File: config.mk
export PLATFORM = sky130hd
export DESIGN_NAME = fpu_round_pack_flat
export DESIGN_NICKNAME = d
export VERILOG_FILES = /design/src/rtl/fpu_pkg.sv /design/src/rtl/fpu_round_pack_if.sv /design/src/rtl/fpu_round_decide.sv /design/src/rtl/fpu_round_pack.sv /design/src/flat_wrapper.sv
export SDC_FILE = /design/constraint.sdc
export NUM_CORES = 1
export LEC_CHECK = 0
export BUFFER_PORTS_ARGS = -buffer_cell sky130_fd_sc_hd__buf_2
export CAP_MARGIN = 10
export CORE_ASPECT_RATIO = 1.2
export CORE_MARGIN = 8
export CORE_UTILIZATION = 30
export CTS_CLUSTER_DIAMETER = 40
export CTS_CLUSTER_SIZE = 25
export DETAILED_ROUTE_END_ITERATION = 6
export GPL_TIMING_DRIVEN = 0
export RECOVER_POWER = 25
export SLEW_MARGIN = 20
export SYNTH_ARGS = -nofsm -noshare
export SYNTH_HDL_FRONTEND = slang
export SYNTH_SLANG_ARGS = --single-unit
File: constraint.sdc
create_clock -name clk -period 7.9 [get_ports clk]
set_input_delay 0.395 -clock clk [delete_from_list [all_inputs] [get_ports clk]]
set_output_delay 0.395 -clock clk [all_outputs]
set_load 0.02 [all_outputs]
File: src/rtl/fpu_pkg.sv
// Shared FPU encodings and constants for the add/sub datapath back end.
package fpu_pkg;

  localparam logic [1:0] RND_RNE = 2'b00;
  localparam logic [1:0] RND_RTZ = 2'b01;
  localparam logic [1:0] RND_RUP = 2'b10;
  localparam logic [1:0] RND_RDN = 2'b11;

  localparam logic [1:0] SPC_FIN = 2'b00;
  localparam logic [1:0] SPC_INF = 2'b01;
  localparam logic [1:0] SPC_NAN = 2'b10;

  localparam logic [31:0] QNAN    = 32'h7FC00000;
  localparam int          EXP_MAX = 255;
  localparam int          BIAS    = 127;

endpackage

File: src/rtl/fpu_round_pack_if.sv
// Operand/result handshake bundle between the normalization corrector, round/pack stage and consumer.
interface fpu_round_pack_if #(
  parameter int EXP_W = 10
);
  logic             in_valid;
  logic             in_ready;
  logic             in_sign;
  logic [EXP_W-1:0] in_exp;
  logic [23:0]      in_mant;
  logic [2:0]       in_grs;
  logic             in_second_shift_left;
  logic [1:0]       in_special;
  logic [1:0]       rnd_mode;
  logic             out_valid;
  logic             out_ready;
  logic [31:0]      out_result;
  logic [2:0]       out_flags;

  modport master (
    output in_valid, in_sign, in_exp, in_mant, in_grs, in_second_shift_left,
           in_special, rnd_mode, out_ready,
    input  in_ready, out_valid, out_result, out_flags
  );

  modport slave (
    input  in_valid, in_sign, in_exp, in_mant, in_grs, in_second_shift_left,
           in_special, rnd_mode, out_ready,
    output in_ready, out_valid, out_result, out_flags
  );
endinterface

File: src/rtl/fpu_round_decide.sv
// Combinational round-increment and inexact decision from sign, mode, mantissa LSB and guard/round/sticky.
module fpu_round_decide
  import fpu_pkg::*;
(
  input  logic       i_sign,
  input  logic [1:0] i_mode,
  input  logic       i_lsb,
  input  logic [2:0] i_grs,
  output logic       o_inc,
  output logic       o_inexact
);

  logic w_g, w_r, w_s, w_any;

  assign w_g       = i_grs[2];
  assign w_r       = i_grs[1];
  assign w_s       = i_grs[0];
  assign w_any     = w_g | w_r | w_s;
  assign o_inexact = w_any;

  always_comb begin
    o_inc = 1'b0;
    case (i_mode)
      RND_RNE: o_inc = w_g & (w_r | w_s | i_lsb);
      RND_RTZ: o_inc = 1'b0;
      RND_RUP: o_inc = ~i_sign & w_any;
      RND_RDN: o_inc = i_sign & w_any;
      default: o_inc = 1'b0;
    endcase
  end

endmodule

File: src/rtl/fpu_round_pack.sv
// Two-stage round and pack: S1 registers corrected exponent and round decision, S2 rounds and packs the single.
module fpu_round_pack
  import fpu_pkg::*;
#(
  parameter int EXP_W = 10
) (
  input logic             clk,
  input logic             rst,
  fpu_round_pack_if.slave bus
);

  localparam logic signed [EXP_W:0] E_ONE  = (EXP_W+1)'(1);
  localparam logic signed [EXP_W:0] E_ZERO = '0;
  localparam logic signed [EXP_W:0] E_MAX  = (EXP_W+1)'(EXP_MAX);

  logic                    w_s2_adv, w_s1_adv;
  logic                    w_inc, w_inexact;
  logic signed [EXP_W:0]   w_e1;

  logic                    r_s1_valid;
  logic signed [EXP_W:0]   r_s1_e1;
  logic                    r_s1_inc;
  logic                    r_s1_inexact;
  logic [23:0]             r_s1_mant;
  logic                    r_s1_sign;
  logic [1:0]              r_s1_special;
  logic [1:0]              r_s1_mode;

  logic [24:0]             w_m25;
  logic [23:0]             w_mant;
  logic signed [EXP_W:0]   w_e2;
  logic [31:0]             w_result;
  logic [2:0]              w_flags;

  logic                    r_s2_valid;
  logic [31:0]             r_s2_result;
  logic [2:0]              r_s2_flags;

  assign w_s2_adv     = !r_s2_valid || bus.out_ready;
  assign w_s1_adv     = !r_s1_valid || w_s2_adv;
  assign bus.in_ready = w_s1_adv;

  fpu_round_decide u_decide (
    .i_sign    (bus.in_sign),
    .i_mode    (bus.rnd_mode),
    .i_lsb     (bus.in_mant[0]),
    .i_grs     (bus.in_grs),
    .o_inc     (w_inc),
    .o_inexact (w_inexact)
  );

  // Sign-extend by one bit so the +/-1 adjustments can never wrap.
  assign w_e1 = $signed({bus.in_exp[EXP_W-1], bus.in_exp})
              - $signed({{EXP_W{1'b0}}, bus.in_second_shift_left});

  always_ff @(posedge clk) begin
    if (rst) begin
      r_s1_valid   <= 1'b0;
      r_s1_e1      <= '0;
      r_s1_inc     <= 1'b0;
      r_s1_inexact <= 1'b0;
      r_s1_mant    <= '0;
      r_s1_sign    <= 1'b0;
      r_s1_special <= SPC_FIN;
      r_s1_mode    <= RND_RNE;
    end else if (w_s1_adv) begin
      r_s1_valid <= bus.in_valid;
      if (bus.in_valid) begin
        r_s1_e1      <= w_e1;
        r_s1_inc     <= w_inc;
        r_s1_inexact <= w_inexact;
        r_s1_mant    <= bus.in_mant;
        r_s1_sign    <= bus.in_sign;
        r_s1_special <= bus.in_special;
        r_s1_mode    <= bus.rnd_mode;
      end
    end
  end

  assign w_m25 = {1'b0, r_s1_mant} + {24'd0, r_s1_inc};

  always_comb begin
    w_mant = w_m25[23:0];
    w_e2   = r_s1_e1;
    if (w_m25[24]) begin
      w_mant = w_m25[24:1];
      w_e2   = r_s1_e1 + E_ONE;
    end
  end

  always_comb begin
    w_result = {r_s1_sign, w_e2[7:0], w_mant[22:0]};
    w_flags  = {2'b00, r_s1_inexact};
    case (r_s1_special)
      SPC_INF: begin
        w_result = {r_s1_sign, 8'hFF, 23'h0};
        w_flags  = 3'b000;
      end
      SPC_FIN: begin
        if (w_mant == 24'd0) begin
          w_result = {r_s1_sign, 31'h0};
          w_flags  = 3'b000;
        end else if (w_e2 <= E_ZERO) begin
          w_result = {r_s1_sign, 31'h0};
          w_flags  = 3'b011;
        end else if (w_e2 >= E_MAX) begin
          w_flags = 3'b101;
          // Modes rounding away from zero in the sign's direction saturate to infinity.
          if (r_s1_mode == RND_RNE || (r_s1_mode == RND_RUP && !r_s1_sign) ||
              (r_s1_mode == RND_RDN && r_s1_sign))
            w_result = {r_s1_sign, 8'hFF, 23'h0};
          else
            w_result = {r_s1_sign, 8'hFE, 23'h7FFFFF};
        end
      end
      default: begin
        w_result = QNAN;
        w_flags  = 3'b000;
      end
    endcase
  end

  always_ff @(posedge clk) begin
    if (rst) begin
      r_s2_valid  <= 1'b0;
      r_s2_result <= '0;
      r_s2_flags  <= '0;
    end else if (w_s2_adv) begin
      r_s2_valid <= r_s1_valid;
      if (r_s1_valid) begin
        r_s2_result <= w_result;
        r_s2_flags  <= w_flags;
      end
    end
  end

  assign bus.out_valid  = r_s2_valid;
  assign bus.out_result = r_s2_result;
  assign bus.out_flags  = r_s2_flags;

endmodule
File: src/flat_wrapper.sv
// flat-port wrapper written by rule: the top's interface ports become plain ports
module fpu_round_pack_flat import fpu_pkg::*;
#(
  parameter int EXP_W = 10
)
  (clk, rst, bus_in_valid, bus_in_sign, bus_in_exp, bus_in_mant, bus_in_grs, bus_in_second_shift_left, bus_in_special, bus_rnd_mode, bus_out_ready, bus_in_ready, bus_out_valid, bus_out_result, bus_out_flags);
  fpu_round_pack_if #(.EXP_W(EXP_W)) bus_i ();
  input logic clk;
  input logic rst;
  input wire logic [$bits(bus_i.in_valid)-1:0] bus_in_valid;
  input wire logic [$bits(bus_i.in_sign)-1:0] bus_in_sign;
  input wire logic [$bits(bus_i.in_exp)-1:0] bus_in_exp;
  input wire logic [$bits(bus_i.in_mant)-1:0] bus_in_mant;
  input wire logic [$bits(bus_i.in_grs)-1:0] bus_in_grs;
  input wire logic [$bits(bus_i.in_second_shift_left)-1:0] bus_in_second_shift_left;
  input wire logic [$bits(bus_i.in_special)-1:0] bus_in_special;
  input wire logic [$bits(bus_i.rnd_mode)-1:0] bus_rnd_mode;
  input wire logic [$bits(bus_i.out_ready)-1:0] bus_out_ready;
  output wire logic [$bits(bus_i.in_ready)-1:0] bus_in_ready;
  output wire logic [$bits(bus_i.out_valid)-1:0] bus_out_valid;
  output wire logic [$bits(bus_i.out_result)-1:0] bus_out_result;
  output wire logic [$bits(bus_i.out_flags)-1:0] bus_out_flags;
  assign bus_i.in_valid = bus_in_valid;
  assign bus_i.in_sign = bus_in_sign;
  assign bus_i.in_exp = bus_in_exp;
  assign bus_i.in_mant = bus_in_mant;
  assign bus_i.in_grs = bus_in_grs;
  assign bus_i.in_second_shift_left = bus_in_second_shift_left;
  assign bus_i.in_special = bus_in_special;
  assign bus_i.rnd_mode = bus_rnd_mode;
  assign bus_i.out_ready = bus_out_ready;
  assign bus_in_ready = bus_i.in_ready;
  assign bus_out_valid = bus_i.out_valid;
  assign bus_out_result = bus_i.out_result;
  assign bus_out_flags = bus_i.out_flags;
  fpu_round_pack #(.EXP_W(EXP_W)) u_core (.clk(clk), .rst(rst), .bus(bus_i));
endmodule
[Yosys cells after proc, flatten, opt, wreduce, memory -nomap -nowiden]
Cells that the tools add are included.
W data, S select, Z words.
Storage, ports and cells
  register bits after elaboration: 79
  bits of input ports: 47
  output and inout bits: 37
  logic and storage cells: 57
Cells by class
  add/sub/neg operators: 3
  magnitude comparators: 2
  equality and inequality tests: 6
  multiplexer cells: 12
  bitwise gates (word level): 8
  reductions and logical operators: 15
Operator list (number)
  $mux W31: 3
  $pmux W32 S2: 1
  $mux W24: 2
  $add A24 B1 Y25: 1
  $logic_not A24 Y1: 1
  $mux W3: 4
  $add A11 B2 Y11 const B: 1
  $ge A11 B9 Y1 const B: 1
  $le A11 B1 Y1 const B: 1
  $mux W11: 1
  $sub A10 B2 Y11: 1
  $eq A2 B2 Y1 const B: 4
  $logic_not A2 Y1: 3
  $eq A2 B1 Y1 const B: 2
  $logic_or A1 B1 Y1: 4
  $or A1 B1 Y1: 4
  $pmux W1 S4: 1
  $reduce_and A2 Y1: 2
  $and A1 B1 Y1: 3
  $logic_not A1 Y1: 3
  $logic_and A1 B1 Y1: 2
  $not A1 Y1: 1

[Longest topological paths before layout]
Gate-level depths: netlist of run 1.
  depth in word-level cells: 9
  depth in mapped cells: 13
  gate-level depth less buffers: 10

[Cells and area by module]
From an unflattened synthesis of run 1, not the netlist that was laid out.
Unflattened totals
  cells, all modules: 579
  area total of the unflattened synthesis: 4767.1 sq um
Modules (own cells, without submodules)
  fpu_round_pack: times used 1, cells each 572, area each 4727.0 sq um, sequential area each 1581.5 sq um
  fpu_round_decide: times used 1, cells each 7, area each 40.0 sq um, sequential area each 0.0 sq um

[Worst setup path before layout of run 1]
OpenSTA, ideal clock, no wires.
  kind: register to register
  start point: register u_core.r_s1_mant[0]
  end point: register u_core.r_s2_result[11] (netlist: u_core.bus.out_result[11])
  library setup time: 117 ps
  arrival time: 2835 ps
  required time: 7783 ps
  setup slack: 4948 ps
  cell stages (with the launch flop): 14
  path buffers: 3
  period minus slack after synthesis: 2952 ps
  cell sequence: dfxtp_1 > ha_1 > ha_1 > and4_1 > buf_2 > nand3_2 > nor3_1 > and3_1 > o211ai_1 > or4_1 > buf_2 > and4b_4 > buf_6 > a22o_1
Between the ends
  longest elaborated chain between the ends: 7
  elaborated cells between the ends (all ways): 10
  classes of those cells: add/sub: 1; order compare: 2; mux: 6; reduce/logical: 1
Ends and longest elaborated chain
  start: declaration: line fpu_round_pack.sv:24  | logic [23:0] r_s1_mant;
  start signal: assignment: line fpu_round_pack.sv:72  | r_s1_mant <= bus.in_mant;
  $add A24 B1 Y25 *: line fpu_round_pack.sv:80  | assign w_m25 = {1'b0, r_s1_mant} + {24'd0, r_s1_inc};
  $mux W11: line fpu_round_pack.sv:85  | if (w_m25[24]) begin
  $ge A11 B9 Y1: line fpu_round_pack.sv:106  | end else if (w_e2 >= E_MAX) begin
  $mux W31: line fpu_round_pack.sv:106
  $mux W31: line fpu_round_pack.sv:103  | end else if (w_e2 <= E_ZERO) begin
  $mux W31 *: line fpu_round_pack.sv:100  | if (w_mant == 24'd0) begin
  $pmux W32 S2 *: line fpu_round_pack.sv:94  | case (r_s1_special)
  end signal: assignment: line fpu_round_pack.sv:131  | r_s2_result <= w_result;
  end: declaration: line fpu_round_pack.sv:36  | logic [31:0] r_s2_result;
Every way passes the cells marked *; elsewhere a longest branch is shown, timed or not.
A chain may end at the register's enable or synchronous reset.

[Worst setup path after layout of run 1]
  start point: register u_core.r_s1_inc
  end point: register u_core.r_s2_result[10] (netlist: u_core.bus.out_result[10])
Between the ends
  longest elaborated chain between the ends: 7
  elaborated cells between the ends (all ways): 10
  classes of those cells: add/sub: 1; order compare: 2; mux: 6; reduce/logical: 1
Ends and longest elaborated chain
  start: declaration: line fpu_round_pack.sv:22  | logic r_s1_inc;
  start signal: assignment: line fpu_round_pack.sv:70  | r_s1_inc <= w_inc;
  $add A24 B1 Y25 *: line fpu_round_pack.sv:80
  $mux W11: line fpu_round_pack.sv:85
  $ge A11 B9 Y1: line fpu_round_pack.sv:106
  $mux W31: line fpu_round_pack.sv:106
  $mux W31: line fpu_round_pack.sv:103
  $mux W31 *: line fpu_round_pack.sv:100
  $pmux W32 S2 *: line fpu_round_pack.sv:94
Marks and branches as above.

==> flow_results.org, run 1 <==
** Status
- Result of the run :: complete, no violations

** Clocking
- Post-CTS repair changed the size of 0 cells.
- Maximum clock path buffer count :: 2
- Clock edge transition at the registers on the reported setup and hold paths :: 0.07 ns
- Post-CTS timing repair inserted 0 buffers for setup.
- TritonCTS built the clock tree.
- The clock tree synthesis step divided the H-tree into 3 levels.
- At the later pin of the worst-skew pair, clock insertion delay measures 0.34 ns.
- CTS sink cnt :: 79
- Number of buffers added by the clock tree synthesis step :: 9
- CTS placed an instance of sky130_fd_sc_hd__clkbuf_16 at the clock tree root.
- The number of hold buffers added after CTS was 0.

** Timing
- Shortest clock period the worst path allows after layout :: 3.44 ns
- The max-slew violation total from the final report is 0.
- Setup violations remaining at the end of the flow were counted as 0.
- The worst path meets setup with 4.46 ns of slack.
- Timing would allow up to 291 MHz.
- Final Hold Vio Count :: 0
- Worst hold margin :: 0.289 ns
- Headroom to the max-slew limit :: 40.8%
- Adding up every negative setup slack in the final design gives 0 ns.
- Max Clock Skew :: 0.00852 ns
- Setup repair after global routing left no endpoint under its margin.
- Worst-Margin Slew :: 0.881 ns
- The worst path uses 43.5% of the clock period.

** Logic synthesis
- Number of flops mapped to enable cells by yosys :: 0
- The portion of synthesized area spent on multiplexers is 1.39%.
- Adder and majority cell fraction of the synthesized area :: 1.39%
- Synthesis produced a netlist with a net count of 638.
- Post-synth top area share :: 35.1%
- Yosys mapped the design onto 60 distinct sky130hd cell types.
- In the synthesized netlist the async set-or-reset flop fraction comes to 0%.
- Summing the areas of all compound-gate instances in the mapped netlist gives 19.1% of the synthesized area.
- After technology mapping, the gate count stands at 586.
- Cell type contributing the most total cell area after synthesis :: sky130_fd_sc_hd__dfxtp_1
- Average size of a mapped cell :: 7.68 um^2
- The cell area that synthesis handed to floorplanning was 0.00450 mm^2.
- Post-synthesis share of cell area spent on xor and xnor gates :: 8.56%
- Dominant combinational cell family by area after synthesis :: simple AND/OR/NAND/NOR gates
- Proportion of synthesized chip area in sequential cells :: 35.1%
- Flops & latches, synth :: 79
- Area share of and/or/nand/nor cells after synthesis :: 28.6%
- During synthesis, Yosys emitted a total of 0 warnings.
- Yosys attributes the largest share of cell area to sky130_fd_sc_hd__dfxtp_1 (35%), sky130_fd_sc_hd__nand2_1 (8.6%), sky130_fd_sc_hd__a21oi_1 (5.2%).
- Primary flip-flop cell chosen by synthesis mapping :: sky130_fd_sc_hd__dfxtp_1

** Floorplan
- Count of standard-cell rows :: 49
- Starting density of the core :: 30.3%
- Num ports :: 84
- Die area :: 0.0192 mm^2
- The core region is 0.0148 mm^2.
- The die is 150 um tall.
- Die width :: 128 um

** Finish
- Ratio of cells with drive above 1 in the final layout :: 15.5%
- Diode count :: 0
- Synthesis-to-layout area growth :: 22.2%
- For this run, the post-layout net count is 731.
- Cells fill 37.1% of the core in the end.
- Leaving out fill and tap cells, the most frequent cell in the layout is sky130_fd_sc_hd__nand2_1.
- # fillers :: 1674
- In the layout the commonest cells are sky130_fd_sc_hd__nand2_1 (103), sky130_fd_sc_hd__dfxtp_1 (79), sky130_fd_sc_hd__buf_2 (69), sky130_fd_sc_hd__clkbuf_1 (57), sky130_fd_sc_hd__a21oi_1 (47).
- Final instance count without filler cells :: 888

** Place
- In this run, placement finished with an instance count of 872.
- Hpwl dp :: 10400 um
- Worst-case setup slack after placement :: 4.50 ns
- Number of buffer cells added on primary ports :: 82
- Final estimated routing congestion in global placement :: 0.847

** Global route
- Number of antenna violations at the first check in global routing :: 0
- For this run the aggregate overflow at the end of global routing stands at 0.
- In the global route stage, overall resource usage came out at 14.0%.
- The number of global-route vias before repair is 4044.
- The first global-routing pass estimated 21300 um of wire.
- Entering global routing, the biggest net connects 15 pins.

** Power and ir drop
- Power per Cell Area :: 201 mW/mm^2
- IR analysis of the VDD net gives a maximum drop of 0.118 mV.
- In this run the static leakage power is 2.07 nW.

** Detailed routing
- Final routed DRC violation total :: 0
- Number of DRC violations after detailed-routing iteration 0 :: 213
- Routed vias :: 4296
- The detail route stage leaves a number of antenna-violating nets equal to 0.
- For this run, the detailed router's first-pass iteration total came to 4.
- Routed WL per cell :: 14.9 um
- For this block, the routed nets add up to 13200 um of wire.
- Using the TritonRoute via totals, the vias-per-cell ratio works out to 4.84.

** Setup path
- Worst endpoint data arrival time :: 3.63 ns
- Maximum net fanout on the critical path :: 10
- Critical Path RT :: 8.09 ns
- Endpoint class of the critical path :: flip-flop
- Type of origin of the critical path :: flip-flop
- The critical path is of the flip-flop to flip-flop type.

** Worst hold path
- In this run the worst hold path is classified as primary input to flip-flop.

** Job
- The tool flagged a number of max-cap violations equal to 0.
[critical path: stages (launching register included)]
cell,delay (ns)
sky130_fd_sc_hd__dfxtp_1,0.34
sky130_fd_sc_hd__ha_1,0.19
sky130_fd_sc_hd__ha_1,0.27
sky130_fd_sc_hd__nand4_1,0.19
sky130_fd_sc_hd__nor4_2,0.46
sky130_fd_sc_hd__nand3_1,0.21
sky130_fd_sc_hd__mux2i_1,0.24
sky130_fd_sc_hd__nand4_1,0.10
sky130_fd_sc_hd__or4_1,0.56
sky130_fd_sc_hd__buf_2,0.18
sky130_fd_sc_hd__nand3_1,0.16
sky130_fd_sc_hd__buf_2,0.26
sky130_fd_sc_hd__a221oi_1,0.12
[power breakdown]
group          internal (mW)  leakage, nW  switching, mW
Combinational         0.0613         1.25          0.101
Sequential             0.419        0.648         0.0118
Clock                  0.342        0.172          0.170
Total                  0.822         2.07          0.283
[cell families after synthesis]
logic type	Yosys count
fa+ha+maj	5
compound gates	133
simple gates	260
xor+xnor	44
flops	79
buf+inv	59
mux	6
[flip-flops by register name, summed over array words and instances, names as in the netlist, 2 cells and up]
signal                 count
u_core.bus.out_flags       3
u_core.bus.out_result     32
u_core.r_s1_mant          24
u_core.r_s1_e1            11
u_core.r_s1_mode           2
u_core.r_s1_special        2
[layout make-up]
cell class	instances	area, um^2	share of cell area [%]
Buffer	55	248	4.50
Clock buffer	9	225	4.09
Clock inverter	7	144	2.61
Inverter	4	15.0	0.273
Multi-Input combinational cell	448	2660	48.3
Sequential cell	79	1580	28.7
Tap cell	204	255	4.64
Timing Repair Buffer	82	377	6.84
[cells in the mapped netlist, drive strengths merged (2+ instances only)]
master	instances
a211o	2
o22ai	3
o21ai	25
o211ai	3
clkbuf	31
a22o	10
nand2	103
and4	7
mux2	2
nand3	15
nand4	17
or3	5
nand2b	4
nor2	44
xnor2	26
nand3b	4
ha	5
a21oi	47
a311oi	2
a221oi	11
and4b	2
a211oi	12
a31oi	5
or4	4
nor3	19
and2	6
buf	24
and3	10
o31ai	2
nor2b	3
mux2i	4
nor4	12
inv	4
a21o	2
or2	4
dfxtp	79
xor2	18
[metrics by stage]
stage | instance area [um^2] | power, mW
finish | 5500 | 1.10
global route | 5500 | 1.15
CTS | 5540 | 1.11
detailed placement | 5170 | 0.603
global placement | 5170 | 0.602
floorplan | 4500 | 0.550
[path summary, 6_finish.rpt]
kind	start	endpoint	slack [ns]	cells past startpoint
max	u_core.r_s1_inc	u_core.bus.out_result[10]	4.46	12
min	bus_in_special[0]	u_core.r_s1_special[0]	0.29	3
max reg2reg	u_core.r_s1_inc	u_core.bus.out_result[10]	4.46	12
min reg2reg	u_core.bus.out_flags[1]	u_core.bus.out_flags[1]	0.45	2
[routing by layer]
metal	share of wire (%)	GRT usage [%]
met1	47	17.5
met5	0	0
met2	46	22.4
met3	5.1	3.30
met4	2.3	6.08
Power figures use the tool's default switching activity.
==> inputs of run 2 (changes only) <==
==> constraint.sdc (replaced) <==
create_clock -name clk -period 3.26 [get_ports clk]
set_input_delay 0.163 -clock clk [delete_from_list [all_inputs] [get_ports clk]]
set_output_delay 0.163 -clock clk [all_outputs]
set_load 0.02 [all_outputs]
==> run 2 against run 1 <==
Effect of this change:
- highest routed layer unchanged
- critical path type unchanged
- power rose by 140%
- largest cell class unchanged
- global-route usage barely moved
- non-clock buffer count up 10
==> flow_results.org, run 2 (synthesis results as in run 1) <==
** Clocking
- Clock-pin slew was measured on the worst setup and hold paths at 0.06 ns.
- Number of buffers added by the clock tree synthesis step :: 9
- Hold-fix buffer count after cts :: 0
- Maximum clock path buffer count :: 2
- TritonCTS built the clock tree.
- CTS built an H-tree with a depth of 3.
- CTS sink cnt :: 79
- Clock tree synthesis selected as its root buffer the cell sky130_fd_sc_hd__clkbuf_16.
- Insertion delay to the later sink of the worst-skew pair :: 0.34 ns

** Timing
- Unrepaired setup endpoints after global routing :: yes
- Maximum achievable frequency :: 321 MHz
- The clock arrives with 0.00572 ns of skew.
- In this run the tightest slew margin relative to its limit is 32.1%.
- The max-slew violation total from the final report was 0.
- The number of failing hold endpoints at the final stage was 0.
- Worst-Margin Slew :: 1.01 ns
- Final period util :: 95.7%
- Setup slack closes at 0.141 ns.
- The routed design could run at a clock period as short as 3.12 ns.
- For the final routed database, the setup TNS stands at 0 ns.
- Setup violations remaining at the end of the flow were counted as 0.

** Place
- Final estimated routing congestion in global placement :: 0.847
- During placement, the flow inserted port buffers numbering 82.
- Cell area after placement :: 0.00517 mm^2
- Before CTS, the worst setup slack after placement is -0.143 ns.
- The HPWL after detailed placement is 10400 um.

** Status
- The run finished with clean final reports.

** Detailed routing
- Wirelength, routed :: 13300 um
- Final routed DRC violation total :: 0
- Dividing the detail-routed via count by the number of cells gives 4.91.
- For this block, the initial DRC count from the detailed router was 227.
- Detailed-routing iteration count for the pre-antenna-repair pass :: 4
- Count of nets left with antenna violations after detail routing :: 0
- In the final routed layout, each cell accounts on average for 14.9 um.
- Routed vias :: 4413

** Setup path
- At the worst endpoint, the arrival time is 3.34 ns.
- Type of origin of the critical path :: flip-flop
- Maximum net fanout on the critical path :: 10
- Endpoint class of the critical path :: flip-flop
- STA puts the critical path data required time at 3.48 ns.
- The worst setup path is of the flip-flop to flip-flop kind.

** Power and ir drop
- Total power consumption of the routed design :: 2.68 mW
- Dividing total power by cell area gives a power density of 472 mW/mm^2.
- Peak VDD IR :: 0.284 mV
- Leakage power total :: 2.17 nW

** Job
- Max Cap Viol :: 0

** Finish
- Counting the fill cells in the layout gives 1649.
- Combined flip-flop and latch cell area :: 0.00158 mm^2
- Diode count :: 0
- Leaving out fill and tap cells, the most frequent cell in the layout is sky130_fd_sc_hd__nand2_1.
- Ratio of cells with drive above 1 in the final layout :: 18.7%
- After routing the design area is 0.00568 mm^2.
- Relative to the synthesized area, the layout overhead comes to 26.2%.
- Number of nets in the final layout :: 741
- Summing all multi-input logic gate instances after layout gives 0.00275 mm^2.
- In the layout the commonest cells are sky130_fd_sc_hd__nand2_1 (102), sky130_fd_sc_hd__dfxtp_1 (79), sky130_fd_sc_hd__buf_2 (68), sky130_fd_sc_hd__clkbuf_1 (55), sky130_fd_sc_hd__a21oi_1 (47).
- Flip-flop count of the largest register, all copies and words added :: 32

** Floorplan
- Area of the core region :: 0.0148 mm^2
- For this configuration, the core starts out at a cell density of 30.3%.
- Die boundary height :: 150 um
- Die width :: 128 um
- Count of standard-cell rows :: 49
- 84 I/O pins were placed.
- Die area :: 0.0192 mm^2

** Global route
- Pin count of the biggest net entering global routing :: 15
- The first global-routing pass estimated 21300 um of wire.
- Summed over all layers, the global routing overflow is 0.
- The initial antenna violation count is 0.
- Global-route usage over all layers :: 13.9%
- Number of global-route vias before repair :: 4053

** Worst hold path
- In this run the worst hold path is classified as primary input to flip-flop.
## run 2: changes by cell type in the layout (fill, tap and decap cells not counted), moves of 2 or more
| cell | previous run | this run |
|---|---|---|
| sky130_fd_sc_hd__nand3_1 | 14 | 12 |
| sky130_fd_sc_hd__clkbuf_2 | 1 | 3 |
| sky130_fd_sc_hd__ha_1 | 5 | 3 |
| sky130_fd_sc_hd__clkbuf_1 | 57 | 55 |
| sky130_fd_sc_hd__buf_4 | 4 | 13 |
| sky130_fd_sc_hd__nor3_1 | 19 | 17 |
## run 2: area by class of cell
type	count	area share (%)
Sequential cell	79	27.8
Inverter	4	0.264
Multi-Input combinational cell	448	48.5
Clock inverter	7	2.53
Timing Repair Buffer	92	7.93
Tap cell	204	4.49
Clock buffer	9	3.96
Buffer	55	4.54
## run 2: power by group
part | internal (mW) | switching [mW] | total (mW)
Sequential | 1.01 | 0.0297 | 1.04
Combinational | 0.154 | 0.251 | 0.405
Clock | 0.828 | 0.407 | 1.23
Total | 2.00 | 0.687 | 2.68
## run 2: final timing paths
path,from,end,slack [ns],depth (start not counted)
worst max register to register,u_core.r_s1_inc,u_core.bus.out_result[9],0.14,13
worst min register to register,u_core.bus.out_flags[1],u_core.bus.out_flags[1],0.45,2
worst min-delay path,bus_in_mant[6],u_core.r_s1_mant[6],0.06,3
worst max-delay path,u_core.r_s1_inc,u_core.bus.out_result[9],0.14,13
## run 2: routing by layer
metal | part of all wire (%) | vias up | track usage, % | wire [um]
met5 | 0 | - | 0 | 0
met4 | 2.1 | 0 | 6.08 | 278
met3 | 4.3 | 14 | 3.30 | 571
met2 | 46 | 105 | 22.5 | 6180
met1 | 47 | 1997 | 17.4 | 6320
li1 | - | 2297 | - | -
## run 2: worst max-delay path, stage by stage (launching register included)
cell	delay, ns
sky130_fd_sc_hd__dfxtp_1	0.34
sky130_fd_sc_hd__ha_2	0.22
sky130_fd_sc_hd__ha_4	0.17
sky130_fd_sc_hd__nand4_1	0.19
sky130_fd_sc_hd__nor4_4	0.29
sky130_fd_sc_hd__buf_4	0.17
sky130_fd_sc_hd__nand4_1	0.14
sky130_fd_sc_hd__xor2_2	0.22
sky130_fd_sc_hd__nand2_1	0.06
sky130_fd_sc_hd__or4_1	0.50
sky130_fd_sc_hd__buf_2	0.18
sky130_fd_sc_hd__and4b_4	0.21
sky130_fd_sc_hd__buf_6	0.14
sky130_fd_sc_hd__a22o_1	0.18
## run 2: repair_timing
| item | in CTS | in global routing |
|---|---|---|
| pin swaps | 1 | 4 |
| setup buffers | 0 | 10 |
| gates resized for setup | 6 | 17 |
| endpoints found under the setup margin | 28 | 32 |
## run 2: stage by stage
step | instances | util (%) | hold slack [ns]
2_1_floorplan | 586 | - | 0.280
3_3_place_gp | 872 | 34.8 | 0.399
3_5_place_dp | 872 | 34.8 | 0.405
4_1_cts | 888 | 37.5 | 0.0529
5_1_grt | 898 | 38.3 | 0.0550
6_report | 898 | 38.3 | 0.0603
